## src/rtl/pld_rr_sched_pkg.sv

```systemverilog
// Purpose: shared types and gate function for the round-robin PLD scheduler.
// Latency: n/a (types and a pure combinational function only).
// Backpressure: n/a.
package pld_rr_sched_pkg;

    // Operand bundle as presented by a requester: bit5=a .. bit0=f.
    typedef struct packed {
        logic a;
        logic b;
        logic c;
        logic d;
        logic e;
        logic f;
    } pld_in_t;

    // Result bundle: bit4=v .. bit0=z.
    typedef struct packed {
        logic v;
        logic w;
        logic x;
        logic y;
        logic z;
    } pld_out_t;

    typedef enum logic [1:0] {
        IDLE = 2'd0,
        EVAL = 2'd1,
        RESP = 2'd2
    } state_t;

    // The shared combinational gate function.
    function automatic pld_out_t pld_eval(input pld_in_t in);
        pld_out_t out;
        out.v = in.a & in.b;
        out.w = in.a | in.b | in.c;
        out.x = ~(in.c & in.d & in.e & in.f);
        out.y = ~(in.a | in.b | in.c);
        out.z = ~in.a;
        return out;
    endfunction

endpackage

```

## src/rtl/pld_rr_arbiter.sv

```systemverilog
// Purpose: round-robin pick of the first active request at or above the pointer, wrapping.
// Latency: purely combinational, zero cycles.
// Backpressure: none; the caller qualifies the grant with its own state.
module pld_rr_arbiter #(
    parameter int N_REQ = 4,
    parameter int IDW   = $clog2(N_REQ)
) (
    input  logic [N_REQ-1:0] req,
    input  logic [IDW-1:0]   ptr,
    output logic [N_REQ-1:0] grant,
    output logic [IDW-1:0]   idx,
    output logic             any
);

    int             pos;
    logic [IDW-1:0] cand;

    // Walk the requesters starting at the pointer; first active one wins.
    always_comb begin
        grant = '0;
        idx   = '0;
        any   = 1'b0;
        pos   = 0;
        cand  = '0;
        for (int k = 0; k < N_REQ; k++) begin
            pos = int'(ptr) + k;
            if (pos >= N_REQ) pos = pos - N_REQ;
            cand = IDW'(pos);
            if (!any && req[cand]) begin
                any         = 1'b1;
                grant[cand] = 1'b1;
                idx         = cand;
            end
        end
    end

endmodule

```

## src/rtl/pld_rr_sched.sv

```systemverilog
// Purpose: round-robin share of one PLD gate evaluation among N_REQ requesters (PLD_RR_SCHED_STATS_EN adds grant counters).
// Latency: accept in cycle T gives resp_valid in T+2; at least 3 cycles per operation.
// Backpressure: one op in flight; req_ready held low until the response handshake completes.
module pld_rr_sched
    import pld_rr_sched_pkg::*;
#(
    parameter int N_REQ = 4
`ifdef PLD_RR_SCHED_STATS_EN
    ,
    parameter int CNT_W = 16
`endif
) (
    input  logic                       clk,
    input  logic                       rst,
    input  logic [N_REQ-1:0]           req_valid,
    output logic [N_REQ-1:0]           req_ready,
    input  logic [N_REQ-1:0][5:0]      req_data,
    output logic                       resp_valid,
    input  logic                       resp_ready,
    output logic [$clog2(N_REQ)-1:0]   resp_id,
    output logic [4:0]                 resp_data,
    output logic                       busy
`ifdef PLD_RR_SCHED_STATS_EN
    ,
    output logic [N_REQ-1:0][CNT_W-1:0] grant_cnt
`endif
);

    localparam int IDW = $clog2(N_REQ);

    state_t         state;
    logic [IDW-1:0] ptr;
    pld_in_t        op;
    logic [N_REQ-1:0] win_grant;
    logic [IDW-1:0] win_idx;
    logic           win_any;
    logic           accept;

    pld_rr_arbiter #(
        .N_REQ (N_REQ),
        .IDW   (IDW)
    ) u_arb (
        .req   (req_valid),
        .ptr   (ptr),
        .grant (win_grant),
        .idx   (win_idx),
        .any   (win_any)
    );

    assign accept = (state == IDLE) && win_any;

    // Ready only goes to the arbitration winner, and only while idle.
    always_comb begin
        req_ready = '0;
        if (state == IDLE) req_ready = win_grant;
    end

    // Control FSM with operand, result, id and pointer registers; outputs are registered.
    always_ff @(posedge clk) begin
        if (rst) begin
            state      <= IDLE;
            ptr        <= '0;
            op         <= '0;
            resp_id    <= '0;
            resp_data  <= '0;
            resp_valid <= 1'b0;
            busy       <= 1'b0;
        end else begin
            case (state)
                IDLE: begin
                    if (accept) begin
                        op      <= pld_in_t'(req_data[win_idx]);
                        resp_id <= win_idx;
                        ptr     <= (win_idx == IDW'(N_REQ - 1)) ? '0 : win_idx + IDW'(1);
                        busy    <= 1'b1;
                        state   <= EVAL;
                    end
                end
                EVAL: begin
                    resp_data  <= pld_eval(op);
                    resp_valid <= 1'b1;
                    state      <= RESP;
                end
                RESP: begin
                    if (resp_ready) begin
                        resp_valid <= 1'b0;
                        busy       <= 1'b0;
                        state      <= IDLE;
                    end
                end
                default: begin
                    resp_valid <= 1'b0;
                    busy       <= 1'b0;
                    state      <= IDLE;
                end
            endcase
        end
    end

`ifdef PLD_RR_SCHED_STATS_EN
    // Per-requester accept counters, saturating at all-ones.
    always_ff @(posedge clk) begin
        if (rst) begin
            grant_cnt <= '0;
        end else if (accept && (grant_cnt[win_idx] != {CNT_W{1'b1}})) begin
            grant_cnt[win_idx] <= grant_cnt[win_idx] + CNT_W'(1);
        end
    end
`endif

endmodule
```

## config.mk

```make
export PLATFORM = sky130hd
export DESIGN_NAME = pld_rr_sched
export DESIGN_NICKNAME = d
export VERILOG_FILES = /design/src/rtl/pld_rr_sched_pkg.sv /design/src/rtl/pld_rr_arbiter.sv /design/src/rtl/pld_rr_sched.sv
export SDC_FILE = /design/constraint.sdc
export NUM_CORES = 1
export LEC_CHECK = 0
export ABC_CLOCK_PERIOD_IN_PS = 4950
export CAP_MARGIN = 20
export CELL_PAD_IN_SITES_DETAIL_PLACEMENT = 2
export CELL_PAD_IN_SITES_GLOBAL_PLACEMENT = 2
export CORE_AREA = 2 2 66 80
export CTS_BUF_LIST = sky130_fd_sc_hd__clkbuf_8
export CTS_CLUSTER_SIZE = 40
export DETAILED_ROUTE_END_ITERATION = 12
export DIE_AREA = 0 0 68 82
export PLACE_DENSITY_LB_ADDON = 0.08
export SKIP_LAST_GASP = 1
export SYNTH_ARGS = -nofsm -noshare
export SYNTH_HDL_FRONTEND = slang
export SYNTH_SLANG_ARGS = --single-unit
```

## constraint.sdc

```tcl
create_clock -name clk -period 4.95 [get_ports clk]
set_input_delay 0.495 -clock clk [delete_from_list [all_inputs] [get_ports clk]]
set_output_delay 0.495 -clock clk [all_outputs]
set_load 0.02 [all_outputs]
```

; Yosys cells after proc, flatten, opt, wreduce, memory -nomap -nowiden
; Index checks and enable logic that the tools add are counted.
[op_classes]
n_eq_ne = 5
shifts = 0
n_lt_le_gt_ge = 13
mul = 0
bitwise = 14
addsub = 8
div = 0
n_mux = 43
reduce_logical = 16
[ops]
columns = op, count
row1 = two-way mux 2 bit, 11
row2 = two-way mux 4 bit, 5
row3 = "< comparator 2 x 3 -> 1 bit, second input constant", 5
row4 = two-way mux 1 bit, 14
row5 = binary-select mux 6 bit (select 2 bit), 1
row6 = bitwise OR 4 bit, 3
row7 = ">= comparator 3 bit, second input constant", 3
row8 = binary-select mux 1 bit (select 2 bit), 4
row9 = demux 1 bit (select 2 bit), 4
row10 = ">= comparator 2 x 1 -> 1 bit, second input constant", 4
row11 = logical AND 1 bit, 8
row12 = "subtractor 2 x 1 -> 2 bit, second input constant", 4
row13 = "adder 2 x 2 -> 3 bit, second input constant", 2
row14 = two-way mux 6 bit, 1
row15 = case mux 1 bit (3 select lines), 2
row16 = case mux 2 bit (3 select lines), 1
row17 = AND reduction 2 bit, 3
row18 = inverter 1 bit, 5
row19 = AND 1 bit, 4
row20 = "== test 2 bit, second input constant", 2
row21 = "!= test 2 bit, second input constant", 2
row22 = "adder 2 x 1 -> 3 bit, second input constant", 1
row23 = ">= comparator 2 x 3 -> 1 bit, second input constant", 1
row24 = zero test 1 bit, 3
row25 = other kinds (5), 6
[word_totals]
ff_bits = 19
inputBits = 31
mem_bits_rw = 0
romBits = 0
latchBits = 0
n_memories = 0

; Longest topological paths before layout
; Gate-level depths: netlist (run 1).
[depth]
ltp_word = 17
depth_mapped = 10
ltp_nobuf = 8

; By module
; From an unflattened synthesis (run 1), not the netlist that was laid out.
[hier_totals]
cells_unflattened = 143
area_unflattened_um2 = 1312.5
[by_module_without_submodules]
columns = mod, seq_area_each_um2, n_inst, area_per_inst_um2, cells_each
row1 = pld_rr_sched, 380.4, 1, 890.9, 98
row2 = pld_rr_arbiter, 0.0, 1, 421.7, 45

; Worst setup path after synthesis (run 1)
; OpenSTA, ideal clock, no wires.
[synth_timing]
path_kind = reg-to-output
start = register ptr[0]
end = output req_ready[0]
t_arrival_ns = 2.855
required_time_ns = 4.455
path_slack_ns = 1.600
stages_incl_launch_ff = 11
cell_sequence = dfxtp_1 buf_2 inv_1 ha_1 clkbuf_1 or3b_2 o21ai_0 a32oi_1 o21ai_0 a221oi_1 nor3_1
[synth_via]
elab_chain_cells = 15
word_cells_on_any_way = 60
classes_between = 7 x add/sub / 12 x order compare / 28 x mux / 3 x bitwise / 10 x reduce/logical
[synth_lines]
columns = item, line_no
row1 = "start, declared", pld_rr_sched.sv:32  ; logic [IDW-1:0] ptr;
row2 = "start signal, assigned", pld_rr_sched.sv:74  ; ptr <= (win_idx == IDW'(N_REQ - 1)) ? '0 : win_idx + IDW'(1);
row3 = branches (longest 13 deep; another with adder 2 x 1 -> 3 bit), --
row4 = two-way mux 4 bit *, pld_rr_arbiter.sv:29  ; if (!any && req[cand]) begin
row5 = two-way mux 4 bit *, pld_rr_sched.sv:55  ; if (state == IDLE) req_ready = win_grant;
row6 = "end, declared", pld_rr_sched.sv:16  ; output logic [N_REQ-1:0] req_ready,
; Every way passes the cells marked *. The select of a mux whose other input is x is not followed.

; Worst setup path in the final report (run 1)
[layout_timing]
start = register ptr[1]
end = output req_ready[0]
; The elaborated chain is that of the path after synthesis.

==> impl_metrics.json, run 1 <==
{
  "initial_antenna_violation_count": 0,
  "final_net_count": 241,
  "worst_path_max_delay_cell": "clkdlybuf4s50_1",
  "first_iter_violations": 35,
  "synth_adder_area_share": 0.0712,
  "worst_ir_drop_vdd_uv": 177,
  "fin_tns_setup_ps": 0,
  "synthDistinctLibCells": 40,
  "asyncSetResetFlopFracSynth": 0,
  "leakagePower_nw": 0.715,
  "post-synth-top-count-cell": "nor2_1",
  "hold-worst-slack_ps": 469,
  "synth.net_count": 203,
  "most_instantiated_flip_flop_cell_in_the_synthesis_netlist": "dfxtp_1",
  "grt_overflow": 0,
  "yosys_warnings": 0,
  "worstSetupPathType": "reg2out",
  "timing_max_transition_violations_final": 0,
  "timing.critical_path.mode_cell": "o21ai_0",
  "area_growth_pct": 35.3,
  "synthSimpleGateAreaFrac": 0.205,
  "max_slew_margin": 0.405,
  "critical_path.endpoint_type": "primary output",
  "cap_viol_max_count": 0,
  "worst-endpoint-required_ps": 4450,
  "tritoncts_buffers": 3,
  "startpoint_type": "flip-flop",
  "synth_seq_area_share": 0.271,
  "period_needed_ps": 4110,
  "synth_area_leaders": "dfxtp_1 27%, ha_1 7.1%, nor2_1 6.1%",
  "drc": 0,
  "tritoncts": "yes",
  "reg2reg_to": "op[2]",
  "pin_count": 44,
  "pwr_density_cell_mw_per_mm2": 524,
  "vias_per_cell": 5.30,
  "post_cts_buffers": 0,
  "std_cell_rows": 28,
  "worst_path_largest_cell_delay_ps": 640,
  "synth_seq_cells": 19,
  "core-area_mm2": 0.00483,
  "final_antenna_net_count": 0,
  "path_clk_slew_ps": 70,
  "ctsRootBufferMaster": "clkbuf_8",
  "clock_skew_ps": 2.44,
  "detail_route.wirelength_mm": 4.48,
  "syn_avg_cell_area_um2": 8.57,
  "largest_net_degree_at_the_start_of_global_routing": 19,
  "clk_latency_ps": 250,
  "post_route_cells_drive_above_1_share": 0.0995,
  "grt_pass1_vias": 1512,
  "synth_compound_gate_area_share": 0.244,
  "hp-class": "reg2reg",
  "critical_path.cell_chain": "inv_1 -> ha_1 -> or3b_2 -> o21ai_0 -> a32oi_1 -> o21ai_0 -> a221oi_1 -> nor3_1 -> clkdlybuf4s50_1",
  "clock_tree.htree_level_count": 1,
  "dieWidth_um": 68,
  "post_synth_most_frequent_cells": "23 x nor2_1, 19 x dfxtp_1, 13 x a21oi_1",
  "cp.arrival_ps": 3610,
  "synth.largest_area_cell": "dfxtp_1",
  "post-route-period-util": 0.829,
  "synth_enable_flop_cells": 0,
  "worst-path-max-fanout": 11,
  "drt-wirelength-per-cell_um": 17.2,
  "drt_pass1_iterations": 4,
  "unrepaired_setup_endpoints_after_global_routing": "false",
  "setup.worst_path.end": "req_ready[0]",
  "crit_start": "ptr[1]",
  "max-clock-path-buffers": 2,
  "postCtsHoldBufs": 0,
  "vias": 1382,
  "n_antenna_cell": 0,
  "dp_hpwl_mm": 3.54,
  "critical_path_depth": 9,
  "synthXorXnorAreaFrac": 0.00623,
  "report.final.setup_viol": 0,
  "worstReg2RegStart": "ptr[1]",
  "die-height_um": 82,
  "wire_length_of_the_first_global_routing_pass_mm": 7.13,
  "placer_congestion": 0.755,
  "outcome": "completed",
  "mappedNetlistArea_mm2": 0.00141,
  "maximum_clock_frequency_mhz": 244,
  "main_combinational_cell_family_by_area_after_synthesis": "compound AO/OA/AOI/OAI gates",
  "ctsResizeCount": 0,
  "yosys-mux-area-fraction": 0.142,
  "portBuffers": 43,
  "postSynthCellCount": 164,
  "synthDominantCellAreaShare": 0.271,
  "worst-slew-pin-transition_ps": 886,
  "die-area_mm2": 0.00558,
  "worst-path-buf-inv": 2,
  "grt_usage": 0.166,
  "critical-path-top-delay-family": "buffers and inverters",
  "worst_r2r_path_depth": 8,
  "floorplan.initialDensity": 0.291,
  "final_hold_viol_count": 0,
  "setup_slack_of_the_worst_register_to_register_path_ps": 1830,
  "clock_sinks": 19
}
[cell type report]
type / instances / area, um^2
fillers: 564 / 2930
multi-input cells: 128 / 938
repair buffers: 44 / 438
flip-flops and latches: 19 / 380
well taps: 60 / 75.1
clock buffers: 3 / 41.3
inverters: 6 / 22.5
clock inverters: 1 / 5.00
[where the power goes]
group	internal [mW]	switching [mW]
sequential	0.199	0.0443
combinational	0.290	0.355
clock	0.0559	0.0517
[worst min-delay path by stage]
| stage | start | to | slack (ps) | depth (start not counted) |
|---|---|---|---|---|
| floorplan | op[1] | op[1] | 460 | 1 |
| global placement | resp_data[4] | resp_data[4] | 450 | 2 |
| detailed placement | resp_data[4] | resp_data[4] | 470 | 2 |
| CTS | resp_data[4] | resp_data[4] | 480 | 2 |
| global route | resp_data[4] | resp_data[4] | 500 | 2 |
| finish | resp_data[4] | resp_data[4] | 470 | 2 |
[registers in the layout, summed over array words and instances (netlist names)]
| signal | cells |
|---|---|
| busy | 1 |
| op | 6 |
| ptr | 2 |
| resp_data | 5 |
| resp_id | 2 |
| resp_valid | 1 |
| state | 2 |
[cell families (layout without fill, tap and decap cells)]
| family | count (synthesis) | count (layout) |
|---|---|---|
| simple gates | 58 | 58 |
| buf+inv | 17 | 54 |
| flops | 19 | 19 |
| xor+xnor | 1 | 1 |
| mux | 14 | 14 |
| fa+ha+maj | 8 | 8 |
| compound gates | 47 | 47 |
[per-layer routing]
layer	vias to the layer above	global-route usage	part of all wire
met2	28	0.327	0.55
met4	0	0.0440	0.015
met5	-	0	0
met1	669	0.182	0.41
met3	4	0.0164	0.034
li1	681	-	-
[through the flow]
step | instance area [um^2] | total power, mW | instances | utilization | worst slack (ps)
after floorplan | 1410 | 0.703 | 164 | - | 1600
after global placement | 1850 | 0.866 | 257 | 0.384 | 1350
after detailed placement | 1850 | 0.896 | 257 | 0.384 | 1130
after CTS | 1900 | 1.01 | 261 | 0.393 | 805
after global routing | 1900 | 1.07 | 261 | 0.393 | 548
final | 1900 | 0.996 | 261 | 0.393 | 845
[worst register-to-register path, stage by stage (launching register included)]
cell and delay [ps]:
dfxtp_1 570, inv_1 190, ha_1 520, mux4_2 490, nor2b_4 260, o21ai_4 120
nand2_4 160, mux2_2 370, a221o_1 320
[cells in the final DEF (no fill, tap or decap), drive strengths merged, types with 2 or more instances in the layout]
master         synthesis  layout
clkdlybuf4s50          0      43
nor2                  23      23
dfxtp                 19      19
a21oi                 13      13
o21ai                 11      11
ha                     8       8
nand2                  8       8
mux2                   8       8
nor3                   7       7
nand3                  7       7
inv                    6       6
a221o                  6       6
a22oi                  4       4
a221oi                 4       4
or3                    3       3
mux2i                  3       3
clkbuf                 5       3
nor2b                  3       3
mux4                   3       3
nor3b                  2       2
nor4                   2       2
o21a                   2       2
(Power assumes the default switching activity.)
==> run 2, diff against run 1 <==
Settings changed: ABC_CLOCK_PERIOD_IN_PS 4950 to 4100, CORE_AREA 2 2 66 80 to 2 2 69 85, DIE_AREA 0 0 68 82 to 0 0 71 87.
Clock period 4.95 ns to 4.1 ns, I/O delays scaled along.
==> run 2 against run 1 <==
Compared with the run above:
- sequential share of layout area is 0.20 points lower
- routed wire length decreased by 1.9%
- register-to-register slack worse by 580 ps
- sequential power is 15% higher
- hold slack lost 7.0 ps
- critical path depth is the same
- first-iteration DRC count rose by 69%
- worst setup slack got worse by 410 ps
- clock power up 19%
- global-route usage fell by 1.8 points
- critical endpoint is now req_ready[2]
- highest routed layer unchanged
==> impl_metrics.json, run 2 (synthesized netlist as in run 1, its figures left out) <==
{
  "mostFrequentLayoutCell": "clkdlybuf4s50_1",
  "drt_pass1_iterations": 4,
  "final_cell_mix": "43 x clkdlybuf4s50_1, 23 x nor2_1, 19 x dfxtp_1",
  "dp_slack_ps": 559,
  "setup_ws_ps": 434,
  "worst_path_max_delay_cell": "clkdlybuf4s50_1",
  "post_cts_buffers": 0,
  "grt_usage": 0.147,
  "max_slew_margin": 0.587,
  "final_antenna_net_count": 0,
  "tritoncts_buffers": 3,
  "floorplan.initialDensity": 0.258,
  "final_net_count": 243,
  "final_hold_viol_count": 0,
  "worstSetupPathType": "reg2out",
  "area_growth_pct": 36.6,
  "maximum_clock_frequency_mhz": 273,
  "layout_top_registers": "op x6, resp_data x5",
  "post-route-period-util": 0.894,
  "post_route_cells_drive_above_1_share": 0.103,
  "grt_pass1_vias": 1520,
  "vias_per_cell": 5.21,
  "pin_count": 44,
  "worst-path-max-fanout": 11,
  "worst-slew-pin-transition_ps": 618,
  "worst_ir_drop_vdd_uv": 195,
  "clock_skew_ps": 2.16,
  "drt-wirelength-per-cell_um": 16.5,
  "initial_antenna_violation_count": 0,
  "largest_reg_flops": 6,
  "top_register": "op",
  "hp-class": "reg2reg",
  "ff_latch_area_um2": 380,
  "core-area_mm2": 0.00544,
  "nFillCells": 629,
  "timing_max_transition_violations_final": 0,
  "worst-endpoint-required_ps": 3690,
  "timing.critical_path.mode_cell": "o21ai_0",
  "postCtsHoldBufs": 0,
  "pwr_density_cell_mw_per_mm2": 624,
  "ctsResizeCount": 0,
  "dpl-instance-area_mm2": 0.00187,
  "cap_viol_max_count": 0,
  "clock_sinks": 19,
  "critical_path.endpoint_type": "primary output",
  "max-clock-path-buffers": 2,
  "unrepaired_setup_endpoints_after_global_routing": "false",
  "outcome": "completed",
  "n_antenna_cell": 0,
  "leakagePower_nw": 0.726,
  "placer_congestion": 0.781,
  "fin_tns_setup_ps": 0,
  "std_cell_rows": 30,
  "startpoint_type": "flip-flop",
  "period_needed_ps": 3670,
  "clock_tree.htree_level_count": 1,
  "detail_route.wirelength_mm": 4.40,
  "dp_hpwl_mm": 3.56,
  "drc": 0,
  "report.final.setup_viol": 0,
  "worst_path_largest_cell_delay_ps": 630,
  "ctsRootBufferMaster": "clkbuf_8",
  "portBuffers": 43,
  "vias": 1391,
  "die-area_mm2": 0.00618,
  "cp.arrival_ps": 3260,
  "path_clk_slew_ps": 70,
  "grt_overflow": 0,
  "wire_length_of_the_first_global_routing_pass_mm": 7.36,
  "tritoncts": "yes",
  "final_core_utilization": 0.353,
  "dieWidth_um": 71,
  "largest_net_degree_at_the_start_of_global_routing": 18,
  "critical_path.cell_chain": "inv_1 -> ha_1 -> or3b_2 -> o21ai_0 -> a32oi_1 -> o21ai_0 -> a221oi_1 -> nor3_1 -> clkdlybuf4s50_1",
  "post-route-cell-area_mm2": 0.00192,
  "die-height_um": 87,
  "clk_latency_ps": 250,
  "first_iter_violations": 59,
  "multi_input_comb_area_um2": 938
}
==> run 2: final cells by class <==
| class | instances | area share |
|---|---|---|
| Clock inverter | 1 | 0.00196 |
| Inverter | 6 | 0.0117 |
| Sequential cell | 19 | 0.198 |
| Timing Repair Buffer | 46 | 0.236 |
| Clock buffer | 3 | 0.0215 |
| Tap cell | 64 | 0.0417 |
| Multi-Input combinational cell | 128 | 0.489 |
==> run 2: path summary, 6_finish.rpt <==
path                  end  slack [ps]  depth (start not counted)         start
max          req_ready[2]         430                          9        ptr[0]
min          resp_data[4]         460                          2  resp_data[4]
max reg2reg         op[2]        1250                          7        ptr[0]
min reg2reg  resp_data[4]         460                          2  resp_data[4]
==> run 2: power breakdown <==
part / switching (mW) / internal, mW / leakage [nW]
clock network: 0.0622 / 0.0666 / 0.0269
logic: 0.432 / 0.357 / 0.542
registers: 0.0397 / 0.240 / 0.157
==> run 2: critical path: cells and delay by family, from the launching register on <==
kind                     cells  cell delay, ps
AO/OA/AOI/OAI                4             760
buffers and inverters        2             730
flip-flops                   1             350
AND/OR/NAND/NOR              2             680
adder cells (fa/ha/maj)      1             460
==> run 2: metrics by stage <==
| stage | std cells | hold WS, ps | power (mW) |
|---|---|---|---|
| after floorplan | 164 | 455 | 0.849 |
| after global placement | 263 | 445 | 1.06 |
| after detailed placement | 263 | 454 | 1.08 |
| after CTS | 267 | 465 | 1.22 |
| after global routing | 267 | 529 | 1.31 |
| final | 267 | 462 | 1.20 |
==> run 2: layer usage <==
metal / GRT usage / up-vias / share of wire / wire length, um
met4: 0.0257 / 0 / 0.0082 / 36
li1: - / 684 / - / -
met5: 0 / - / 0 / 0
met3: 0.0185 / 4 / 0.027 / 119
met1: 0.170 / 677 / 0.43 / 1880
met2: 0.289 / 26 / 0.54 / 2350
